$ cat config.mk
export PLATFORM = sky130hd
export DESIGN_NAME = traffic_light_param_flat
export DESIGN_NICKNAME = d
export VERILOG_FILES = /design/src/rtl/traffic_light_param_if.sv /design/src/rtl/traffic_light_param.sv /design/src/flat_wrapper.sv
export SDC_FILE = /design/constraint.sdc
export NUM_CORES = 1
export LEC_CHECK = 0
export ABC_AREA = 1
export BUFFER_PORTS_ARGS = -buffer_cell sky130_fd_sc_hd__buf_2
export CAP_MARGIN = 15
export CORE_MARGIN = 2
export CORE_UTILIZATION = 35
export DETAILED_ROUTE_END_ITERATION = 12
export PLACE_DENSITY = 0.56
export SLEW_MARGIN = 40
export SYNTH_ARGS = -nofsm -noshare
export SYNTH_HDL_FRONTEND = slang
export SYNTH_SLANG_ARGS = --single-unit
$ cat constraint.sdc
create_clock -name clk -period 1.9 [get_ports clk]
set_input_delay 0.095 -clock clk [delete_from_list [all_inputs] [get_ports clk]]
set_output_delay 0.095 -clock clk [all_outputs]
set_load 0.01 [all_outputs]
$ cat src/rtl/traffic_light_param_if.sv
// Signal bundle for the two-road traffic controller: demand/flash inputs in,
// lamp and phase outputs back. The controller uses the slave modport.
interface traffic_light_param_if;
   logic       req_A;
   logic       req_B;
   logic       flash_en;
   logic [2:0] light_A;
   logic [2:0] light_B;
   logic [2:0] phase;

   modport master (
      output req_A, req_B, flash_en,
      input  light_A, light_B, phase
   );

   modport slave (
      input  req_A, req_B, flash_en,
      output light_A, light_B, phase
   );
endinterface

$ cat src/rtl/traffic_light_param.sv
// Two-road traffic light controller with demand-held greens, all-red clearance
// and a flashing night/fault mode. Lamps and phase decode from registered state only.
module traffic_light_param #(
   parameter int GREEN_T  = 6,
   parameter int YELLOW_T = 1,
   parameter int ALLRED_T = 1,
   parameter int FLASH_T  = 2,
   parameter int CW       = 4
) (
   input  logic clk,
   input  logic rst,
   traffic_light_param_if.slave bus
);

   typedef enum logic [2:0] {
      S0    = 3'd0,
      S1    = 3'd1,
      S2    = 3'd2,
      S3    = 3'd3,
      S4    = 3'd4,
      S5    = 3'd5,
      FLASH = 3'd6
   } state_t;

   localparam logic [2:0] LAMP_G = 3'b100;
   localparam logic [2:0] LAMP_Y = 3'b010;
   localparam logic [2:0] LAMP_R = 3'b001;
   localparam logic [2:0] LAMP_D = 3'b000;

   localparam logic [CW-1:0] G_LD = CW'(GREEN_T - 1);
   localparam logic [CW-1:0] Y_LD = CW'(YELLOW_T - 1);
   localparam logic [CW-1:0] A_LD = CW'(ALLRED_T - 1);
   localparam logic [CW-1:0] F_LD = CW'(FLASH_T - 1);

   state_t        state, state_n;
   logic [CW-1:0] timer, timer_n;
   logic          blink, blink_n;
   logic          expired;
   logic          conflict;

   function automatic logic [CW-1:0] load_for(input state_t s);
      case (s)
         S0, S3:  load_for = G_LD;
         S1, S4:  load_for = Y_LD;
         S2, S5:  load_for = A_LD;
         FLASH:   load_for = F_LD;
         default: load_for = G_LD;
      endcase
   endfunction

   assign expired = (timer == '0);

   always_ff @(posedge clk) begin
      if (!rst) begin
         state <= S0;
         timer <= G_LD;
         blink <= 1'b0;
      end else begin
         state <= state_n;
         timer <= timer_n;
         blink <= blink_n;
      end
   end

   always_comb begin
      state_n = state;
      timer_n = expired ? '0 : timer - CW'(1);
      blink_n = blink;
      case (state)
         S0:      if (expired && bus.req_A) state_n = S1;
         S1:      if (expired) state_n = S2;
         S2:      if (expired) state_n = bus.flash_en ? FLASH : S3;
         S3:      if (expired && bus.req_B) state_n = S4;
         S4:      if (expired) state_n = S5;
         S5:      if (expired) state_n = bus.flash_en ? FLASH : S0;
         FLASH:   if (!bus.flash_en) state_n = S5;
         default: state_n = S0;
      endcase
      // Every entry reloads the timer; blink restarts lit when entering FLASH.
      if (state_n != state) begin
         timer_n = load_for(state_n);
         blink_n = (state_n == FLASH);
      end else if (state == FLASH && expired) begin
         timer_n = F_LD;
         blink_n = ~blink;
      end
   end

   always_comb begin
      bus.light_A = LAMP_R;
      bus.light_B = LAMP_R;
      bus.phase   = state;
      case (state)
         S0:      bus.light_B = LAMP_G;
         S1:      bus.light_B = LAMP_Y;
         S3:      bus.light_A = LAMP_G;
         S4:      bus.light_A = LAMP_Y;
         FLASH: begin
            bus.light_A = blink ? LAMP_Y : LAMP_D;
            bus.light_B = blink ? LAMP_R : LAMP_D;
         end
         default: ;
      endcase
   end

   // A green on one road must never coexist with green or yellow on the other.
   assign conflict = (bus.light_A[2] && (bus.light_B[2] || bus.light_B[1])) ||
                     (bus.light_B[2] && (bus.light_A[2] || bus.light_A[1]));

   no_conflicting_lamps: assert property (@(posedge clk) !conflict);

endmodule
$ cat src/flat_wrapper.sv
// flat-port wrapper written by rule: the top's interface ports become plain ports
module traffic_light_param_flat 
#(
   parameter int GREEN_T  = 6,
   parameter int YELLOW_T = 1,
   parameter int ALLRED_T = 1,
   parameter int FLASH_T  = 2,
   parameter int CW       = 4
)
  (clk, rst, bus_req_A, bus_req_B, bus_flash_en, bus_light_A, bus_light_B, bus_phase);
  traffic_light_param_if bus_i ();
  input  logic clk;
  input  logic rst;
  input wire logic [$bits(bus_i.req_A)-1:0] bus_req_A;
  input wire logic [$bits(bus_i.req_B)-1:0] bus_req_B;
  input wire logic [$bits(bus_i.flash_en)-1:0] bus_flash_en;
  output wire logic [$bits(bus_i.light_A)-1:0] bus_light_A;
  output wire logic [$bits(bus_i.light_B)-1:0] bus_light_B;
  output wire logic [$bits(bus_i.phase)-1:0] bus_phase;
  assign bus_i.req_A = bus_req_A;
  assign bus_i.req_B = bus_req_B;
  assign bus_i.flash_en = bus_flash_en;
  assign bus_light_A = bus_i.light_A;
  assign bus_light_B = bus_i.light_B;
  assign bus_phase = bus_i.phase;
  traffic_light_param #(.GREEN_T(GREEN_T), .YELLOW_T(YELLOW_T), .ALLRED_T(ALLRED_T), .FLASH_T(FLASH_T), .CW(CW)) u_core (.clk(clk), .rst(rst), .bus(bus_i));
endmodule
# Word-level counts from Yosys, hierarchy flattened

Index checks and enable logic that the tools add are counted.
Widths: inputs -> output; s select.

Output and inout port bits: 9
Word-level logic and storage cells: 44
Input bits: 5
Register bits after elaboration: 8

Eq/ne operators: 12
Mux-type cells: 20
Bitwise logic cells: 1
Reduce and logical (&&, ||, !) cells: 7
$add $sub $neg: 1

Operator list:

| operator            | number |
|---|---|
| $mux 3              | 9 |
| $pmux 3 s7          | 1 |
| $eq 3x3->1 const B  | 6 |
| $pmux 3 s3          | 2 |
| $mux 4              | 3 |
| $eq 3x2->1 const B  | 3 |
| $eq 3x1->1 const B  | 2 |
| $pmux 3 s2          | 1 |
| $logic_not 4->1     | 1 |
| $reduce_or 4->1     | 1 |
| $sub 4x1->4 const B | 1 |
| $logic_and 1x1->1   | 3 |
| $logic_not 3->1     | 1 |
| $mux 1              | 3 |
| $ne 3x3->1          | 1 |
| $mux 2              | 1 |
| $reduce_bool 2->1   | 1 |
| $not 1->1           | 1 |

# Logic depth before layout (Yosys ltp)

Gate-level depths: netlist (run 1).

Depth in word-level cells: 8
Mapped depth: 13
Depth with buffers taken out: 13

# Worst setup path before layout (run 1)

Ideal clock, no wire load.

Kind: reg2reg
Start: reg u_core.timer[0]
End: reg u_core.timer[0]
Setup slack: 0.449 ns
Library setup time: 0.119 ns
Required time: 1.781 ns
Buffers on the path: 0
Clock period less this slack: 1.451 ns
Stages on the path, launching flop included: 13
Data arrival time: 1.332 ns
Cell sequence: dfxtp_1 inv_1 ha_1 nand2_2 nand2_2 nand2_1 inv_1 nor2_1 nand2_1 nand2_1 nand2_1 nand2_1 nand3_1

Word-level cells in the longest chain between the ends: 8
Elaborated cells between the ends (all ways): 23
Those cells by class: add/sub: 1; eq/ne: 6; mux: 11; reduce/logical: 5

Ends and longest elaborated chain:

| what                                        | RTL line                                             | RTL |
|---|---|---|
| from (decl)                                 | traffic_light_param.sv:36                            | `logic [CW-1:0] timer, timer_n;` |
| from (signal assigned)                      | traffic_light_param.sv:60                            | `timer <= timer_n;` |
| $logic_not 4->1                             | traffic_light_param.sv:51                            | `assign expired = (timer == '0);` |
| $logic_and 1x1->1, on equally long branches | traffic_light_param.sv:73, traffic_light_param.sv:70 |  |
| $mux 3, on equally long branches            | traffic_light_param.sv:73, traffic_light_param.sv:70 |  |
| $pmux 3 s7                                  | traffic_light_param.sv:69                            | `case (state)` |
| $eq 3x1->1, or another cell as far along    | traffic_light_param.sv:42                            | `case (s)` |
| $reduce_or 4->1 (no source line)            | --                                                   |  |
| $pmux 3 s2                                  | traffic_light_param.sv:42                            |  |
| $mux 4 *                                    | traffic_light_param.sv:80                            | `if (state_n != state) begin` |

Every way passes the cells marked *; elsewhere a longest branch is shown, timed or not.
A chain may end at the register's enable or synchronous reset.

# Worst setup path after layout (run 1)

Start: reg u_core.timer[0]
End: reg u_core.timer[2]

Same word-level chain as after synthesis.

==> impl_metrics.env, run 1 <==
export IMPL_outcome="finished, final reports clean"
export IMPL_tightest_slew_ps=366
export IMPL_io_buffers=13
export IMPL_synth_ff_type="dfxtp_1"
export IMPL_grtUsageMet3_pct=2.26
export IMPL_synth_top_area_cell="dfxtp_1"
export IMPL_clk_latency_ps=250
export IMPL_r2r_start="u_core.timer[0]"
export IMPL_drcViolationCount=0
export IMPL_seqCellArea_um2=160
export IMPL_drt_wl_total_um=1320
export IMPL_skew_ps=1.85
export IMPL_dpl_worst_slack_ps=231
export IMPL_ys_warn_count=0
export IMPL_drt_initial_drc_count=11
export IMPL_rsz0062_at_grt="no"
export IMPL_synthesis_area_um2=669
export IMPL_place_inst=142
export IMPL_seq_area_frac_synth_pct=23.9
export IMPL_fp_dieArea_um2=2280
export IMPL_cts_buffer_depth=2
export IMPL_drive_gt1_share_pct=33.3
export IMPL_synthTopCellsByCount="nand2_1, nor2_1, inv_1"
export IMPL_cts_made_buffers=3
export IMPL_synth_cell_types=24
export IMPL_synth_fp_nets=112
export IMPL_coreArea_um2=1760
export IMPL_grtUsageMet2_pct=20.0
export IMPL_tritoncts="done"
export IMPL_grt_max_degree=10
export IMPL_vias_per_cell=4.48
export IMPL_cts_root_buf="clkbuf_4"
export IMPL_hold_end="u_core.timer[0]"
export IMPL_cp_top_family="simple AND/OR/NAND/NOR gates"
export IMPL_setup_viol=0
export IMPL_powerDensity_nw_per_um2=827
export IMPL_final_util_pct=44.0
export IMPL_synth_edf_count=0
export IMPL_cp_required_ps=2040
export IMPL_worstSetupEndpointType="register"
export IMPL_num_fill_cells=206
export IMPL_drv_slew=0
export IMPL_worst_path_largest_cell_delay_ps=340
export IMPL_max_cap_violations=0
export IMPL_vias=650
export IMPL_clkSlewWorstSetupHoldPaths_ps=50
export IMPL_cp_slowest_cell="dfxtp_1"
export IMPL_syn_inst=105
export IMPL_multi_input_area_um2=429
export IMPL_worstPathArrival_ps=1790
export IMPL_grt_ovfl_total=0
export IMPL_async_flop_share_pct=0
export IMPL_power_mw=0.643
export IMPL_min_from="rst"
export IMPL_rows=15
export IMPL_io_pins=14
export IMPL_postCtsHoldBufs=0
export IMPL_use_met1_pct=18.1
export IMPL_cts_setup_buffers=0
export IMPL_power_leakage_nw=0.417
export IMPL_hold_viol_final=0
export IMPL_setup_tns_ps=0
export IMPL_die_h_um=47.7
export IMPL_synthTopCellsByArea="dfxtp_1, nand2_1, nor2_1"
export IMPL_vdd_ir_drop_max_mv=0.389
export IMPL_dr_pass1_iters=4
export IMPL_rrSetupSlack_ps=250
export IMPL_post_route_min_period_ps=1650
export IMPL_fin_cells=145
export IMPL_die_w_um=47.7
export IMPL_crit_path_frequent_cell="nand2_1"
export IMPL_gp_congestion=0.846
export IMPL_grt_pass1_vias=542
export IMPL_criticalPathCategory="reg -> reg"
export IMPL_fin_nets=129
export IMPL_critPathBufInv=1
export IMPL_max_clock_freq_mhz=605
export IMPL_dp_hpwl_um=1120
export IMPL_grt_pass1_wl_um=2120
export IMPL_hp_class="in -> reg"
export IMPL_ys_ff_latch=8
export IMPL_antenna_left=0
export IMPL_antennaDiodeCount=0
export IMPL_antenna_found_initial=0
export IMPL_grt_most_used_layer="met2"
export IMPL_cts_sinks=8
export IMPL_crit_fanout=6
export IMPL_synth_most_common_cell="nand2_1"
export IMPL_setup_slack_ps=248
export IMPL_worstSetupStartpointType="register"
export IMPL_wire_per_inst_um=9.08
export IMPL_worstHoldPathCells=2
export IMPL_yosys_area_top_type_share_pct=23.9
export IMPL_syn_to_final_growth_pct=16.1
export IMPL_ctsResizeCount=0
export IMPL_worstRegToRegCells=12
export IMPL_crit_chain="inv_1 > ha_1 > nand2_2 > nor2_1 > nor2_2 > nand2_1 > nor2_1 > nand2_1 > nand2_1 > nand2_1 > nand3_1 > nand2_1"
export IMPL_slew_headroom_pct=75.6
export IMPL_synth_avg_cell_area_um2=6.38
export IMPL_rr_endpoint="u_core.timer[2]"
export IMPL_htreeDepth=1
export IMPL_grt_total_usage_pct=13.2
export IMPL_fin_crit_sh_pct=87.0
export IMPL_start_util_pct=37.9
==> kinds of logic (layout without fill, tap and decap cells) <==
group,Yosys count,in the layout,synth area share (%)
AND/OR/NAND/NOR,67,67,50.5
buffers and inverters,18,33,12.0
flip-flops,8,8,23.9
AO/OA/AOI/OAI,7,7,5.98
XOR/XNOR,3,3,3.93
adder cells (fa/ha/maj),2,2,3.74
==> flip-flops by register name (all words and copies together) (netlist names) <==
name,flops
u_core.timer,4
u_core.bus.phase,3
u_core.blink,1
==> metal layers <==
metal / share of wire [%] / wire length [um]
met2: 43 / 567
met4: 0.84 / 11
met3: 4.9 / 64
met1: 51 / 673
met5: 0 / 0
==> placed cells by master, fill, tap and decap left out, drive strengths merged <==
| cell type | count |
|---|---|
| nand2 | 29 |
| nor2 | 22 |
| inv | 17 |
| buf | 13 |
| nand3 | 12 |
| dfxtp | 8 |
| clkbuf | 3 |
| o21ai | 3 |
| nor3 | 2 |
| a21oi | 2 |
| xnor2 | 2 |
| ha | 2 |
| nand4 | 2 |
| o21bai | 1 |
| a21boi | 1 |
| xor2 | 1 |
==> worst register-to-register path: cells and delay by family, from the launching register on <==
family                   cells  cell delay (ps)
AND/OR/NAND/NOR             10              910
flip-flops                   1              340
adder cells (fa/ha/maj)      1              240
buffers and inverters        1               70
==> power breakdown <==
part | total, mW | internal [mW] | leakage, nW | switching [mW]
combinational | 0.283 | 0.121 | 0.338 | 0.162
clock | 0.122 | 0.0717 | 0.0138 | 0.0498
sequential | 0.238 | 0.207 | 0.0654 | 0.0312
total | 0.643 | 0.399 | 0.417 | 0.243
==> cell type report <==
class,count,area share (%)
timing repair buffer,13,8.37
clock buffer,3,2.90
multi-input combinational,79,55.2
sequential,8,20.6
tap,25,4.03
inverter,17,8.86
==> worst max path at each step <==
| stage | startpoint | end | slack (ps) | cells past startpoint |
|---|---|---|---|---|
| 6_report | u_core.timer[0] | u_core.timer[2] | 250 | 12 |
| 5_1_grt | u_core.timer[0] | u_core.timer[0] | 50 | 12 |
| 4_1_cts | u_core.timer[0] | u_core.timer[2] | 230 | 12 |
| 3_5_place_dp | u_core.timer[0] | u_core.timer[2] | 230 | 12 |
| 3_3_place_gp | u_core.timer[0] | u_core.timer[0] | 270 | 12 |
| 2_1_floorplan | u_core.timer[0] | u_core.timer[0] | 450 | 12 |
==> metrics by stage <==
stage	hold slack [ps]	instance area, um^2
after detailed placement	340	754
after global routing	107	777
after CTS	81.2	777
after floorplan	179	669
after global placement	344	754
final	89.2	777
Power figures use the tool's default switching activity.
==> run 2: changes to the inputs <==
--- a/config.mk
+++ b/config.mk
@@ -6,10 +6,11 @@
 export NUM_CORES = 1
 export LEC_CHECK = 0
 export ABC_AREA = 1
-export BUFFER_PORTS_ARGS = -buffer_cell sky130_fd_sc_hd__buf_2
+export BUFFER_PORTS_ARGS = -buffer_cell sky130_fd_sc_hd__buf_4
 export CAP_MARGIN = 15
 export CORE_MARGIN = 2
 export CORE_UTILIZATION = 35
+export CTS_BUF_LIST = sky130_fd_sc_hd__clkbuf_4 sky130_fd_sc_hd__clkbuf_8 sky130_fd_sc_hd__clkbuf_16
 export DETAILED_ROUTE_END_ITERATION = 12
 export PLACE_DENSITY = 0.56
 export SLEW_MARGIN = 40
==> run 2 against run 1 <==
Cell count is 0.69% higher. Sequential cell count stayed put. Combinational power is 2% higher. Sequential power hardly changed. Routed wire length is 6.3% higher. Sequential share of layout area is 1.0 points lower.
==> impl_metrics.env, run 2 (synthesized netlist as in run 1, its figures left out) <==
export IMPL_drt_wl_total_um=1400
export IMPL_criticalPathCategory="reg -> reg"
export IMPL_grt_max_degree=9
export IMPL_crit_chain="inv_1 > ha_1 > nand2_2 > nor2_1 > nor2_2 > nand2_1 > nor2_1 > nand2_1 > nand2_1 > nand2_1 > nand2_1 > nand3_1"
export IMPL_cts_setup_buffers=0
export IMPL_crit_fanout=6
export IMPL_outcome="finished, final reports clean"
export IMPL_clockPowerShare_pct=18.5
export IMPL_cts_made_buffers=3
export IMPL_cp_slowest_cell="dfxtp_1"
export IMPL_dp_hpwl_um=1160
export IMPL_top_layer="met4"
export IMPL_setup_slack_ps=196
export IMPL_powerDensity_nw_per_um2=796
export IMPL_cts_buffer_depth=2
export IMPL_fin_crit_sh_pct=89.7
export IMPL_skew_ps=1.47
export IMPL_antenna_left=0
export IMPL_coreArea_um2=1760
export IMPL_drcViolationCount=0
export IMPL_worstSetupEndpointType="register"
export IMPL_clk_latency_ps=240
export IMPL_vias=638
export IMPL_grt_ovfl_total=0
export IMPL_cp_top_family="simple AND/OR/NAND/NOR gates"
export IMPL_slew_headroom_pct=78.4
export IMPL_worstSetupStartpointType="register"
export IMPL_wl_met1_um=770
export IMPL_critPathBufInv=1
export IMPL_final_cell_mix="nand2_1, nor2_1, buf_4"
export IMPL_postCtsHoldBufs=0
export IMPL_layout_commonest_cell="nand2_1"
export IMPL_wl_met2_um=593
export IMPL_tightest_slew_ps=323
export IMPL_largest_register_ffs=4
export IMPL_power_leakage_nw=0.429
export IMPL_grt_total_usage_pct=15.3
export IMPL_max_clock_freq_mhz=587
export IMPL_grt_pass1_wl_um=2400
export IMPL_worst_path_largest_cell_delay_ps=350
export IMPL_pwr_share_seq_pct=37.0
export IMPL_syn_to_final_growth_pct=22.1
export IMPL_drt_initial_drc_count=10
export IMPL_gp_congestion=0.747
export IMPL_antennaDiodeCount=0
export IMPL_setup_tns_ps=0
export IMPL_regMostFlops="u_core.timer"
export IMPL_vias_per_cell=4.37
export IMPL_drive_gt1_share_pct=33.9
export IMPL_drv_slew=0
export IMPL_p_comb_share_pct=44.5
export IMPL_start_util_pct=37.9
export IMPL_clkSlewWorstSetupHoldPaths_ps=50
export IMPL_io_pins=14
export IMPL_p_int_mw=0.405
export IMPL_dr_pass1_iters=4
export IMPL_switching_power_mw=0.245
export IMPL_grt_pass1_vias=563
export IMPL_post_route_min_period_ps=1700
export IMPL_setup_viol=0
export IMPL_die_h_um=47.7
export IMPL_fin_hold_ws_ps=90.2
export IMPL_fin_nets=130
export IMPL_fin_area_um2=817
export IMPL_ctsResizeCount=0
export IMPL_vdd_ir_drop_max_mv=0.432
export IMPL_cp_required_ps=2030
export IMPL_tritoncts="done"
export IMPL_dpl_cell_area_um2=795
export IMPL_fp_dieArea_um2=2280
export IMPL_io_buffers=13
export IMPL_crit_path_frequent_cell="nand2_1"
export IMPL_switching_share_pct=37.7
export IMPL_wire_per_inst_um=9.58
export IMPL_hp_class="in -> reg"
export IMPL_antenna_found_initial=0
export IMPL_hold_viol_final=0
export IMPL_rows=15
export IMPL_max_cap_violations=0
export IMPL_dpl_worst_slack_ps=222
export IMPL_routed_wl_met3_um=22
export IMPL_die_w_um=47.7
export IMPL_htreeDepth=1
export IMPL_cts_sinks=8
export IMPL_rsz0062_at_grt="no"
export IMPL_worstPathArrival_ps=1840
export IMPL_cts_root_buf="clkbuf_4"
-- run 2: per-stage QoR --
step | power, mW | util [%] | std cells
4_1_cts | 0.659 | 46.3 | 146
6_report | 0.650 | 46.3 | 146
3_5_place_dp | 0.536 | 45.0 | 143
5_1_grt | 0.711 | 46.3 | 146
2_1_floorplan | 0.472 | - | 105
3_3_place_gp | 0.534 | 45.0 | 143
-- run 2: area by class of cell --
type / count / area [um^2]
fillers: 206 / 947
multi-input cells: 79 / 429
flip-flops and latches: 8 / 160
repair buffers: 14 / 105
inverters: 17 / 68.8
well taps: 25 / 31.3
clock buffers: 3 / 22.5
-- run 2: path summary, 6_finish.rpt --
| check | slack [ps] | cells past startpoint | end | start |
|---|---|---|---|---|
| worst max-delay path | 200 | 12 | u_core.timer[0] | u_core.timer[0] |
| worst min-delay path | 90 | 2 | u_core.timer[0] | rst |
| worst max register to register | 200 | 12 | u_core.timer[0] | u_core.timer[0] |
| worst min register to register | 580 | 3 | u_core.timer[1] | u_core.timer[1] |
-- run 2: metal layers --
metal  vias up  global-route usage, %
met5         -                      0
met4         0                   8.11
met3         2                   2.26
met2         6                   21.3
met1       268                   22.3
li1        362                      -
-- run 2: power groups by stage --
| stage | registers, mW | clock network (mW) | logic (mW) |
|---|---|---|---|
| final | 0.240 | 0.120 | 0.289 |
| after global placement | 0.244 | 0 | 0.290 |
| after floorplan | 0.239 | 0 | 0.233 |
| after detailed placement | 0.244 | 0 | 0.292 |
| after global routing | 0.246 | 0.134 | 0.331 |
| after CTS | 0.241 | 0.124 | 0.294 |
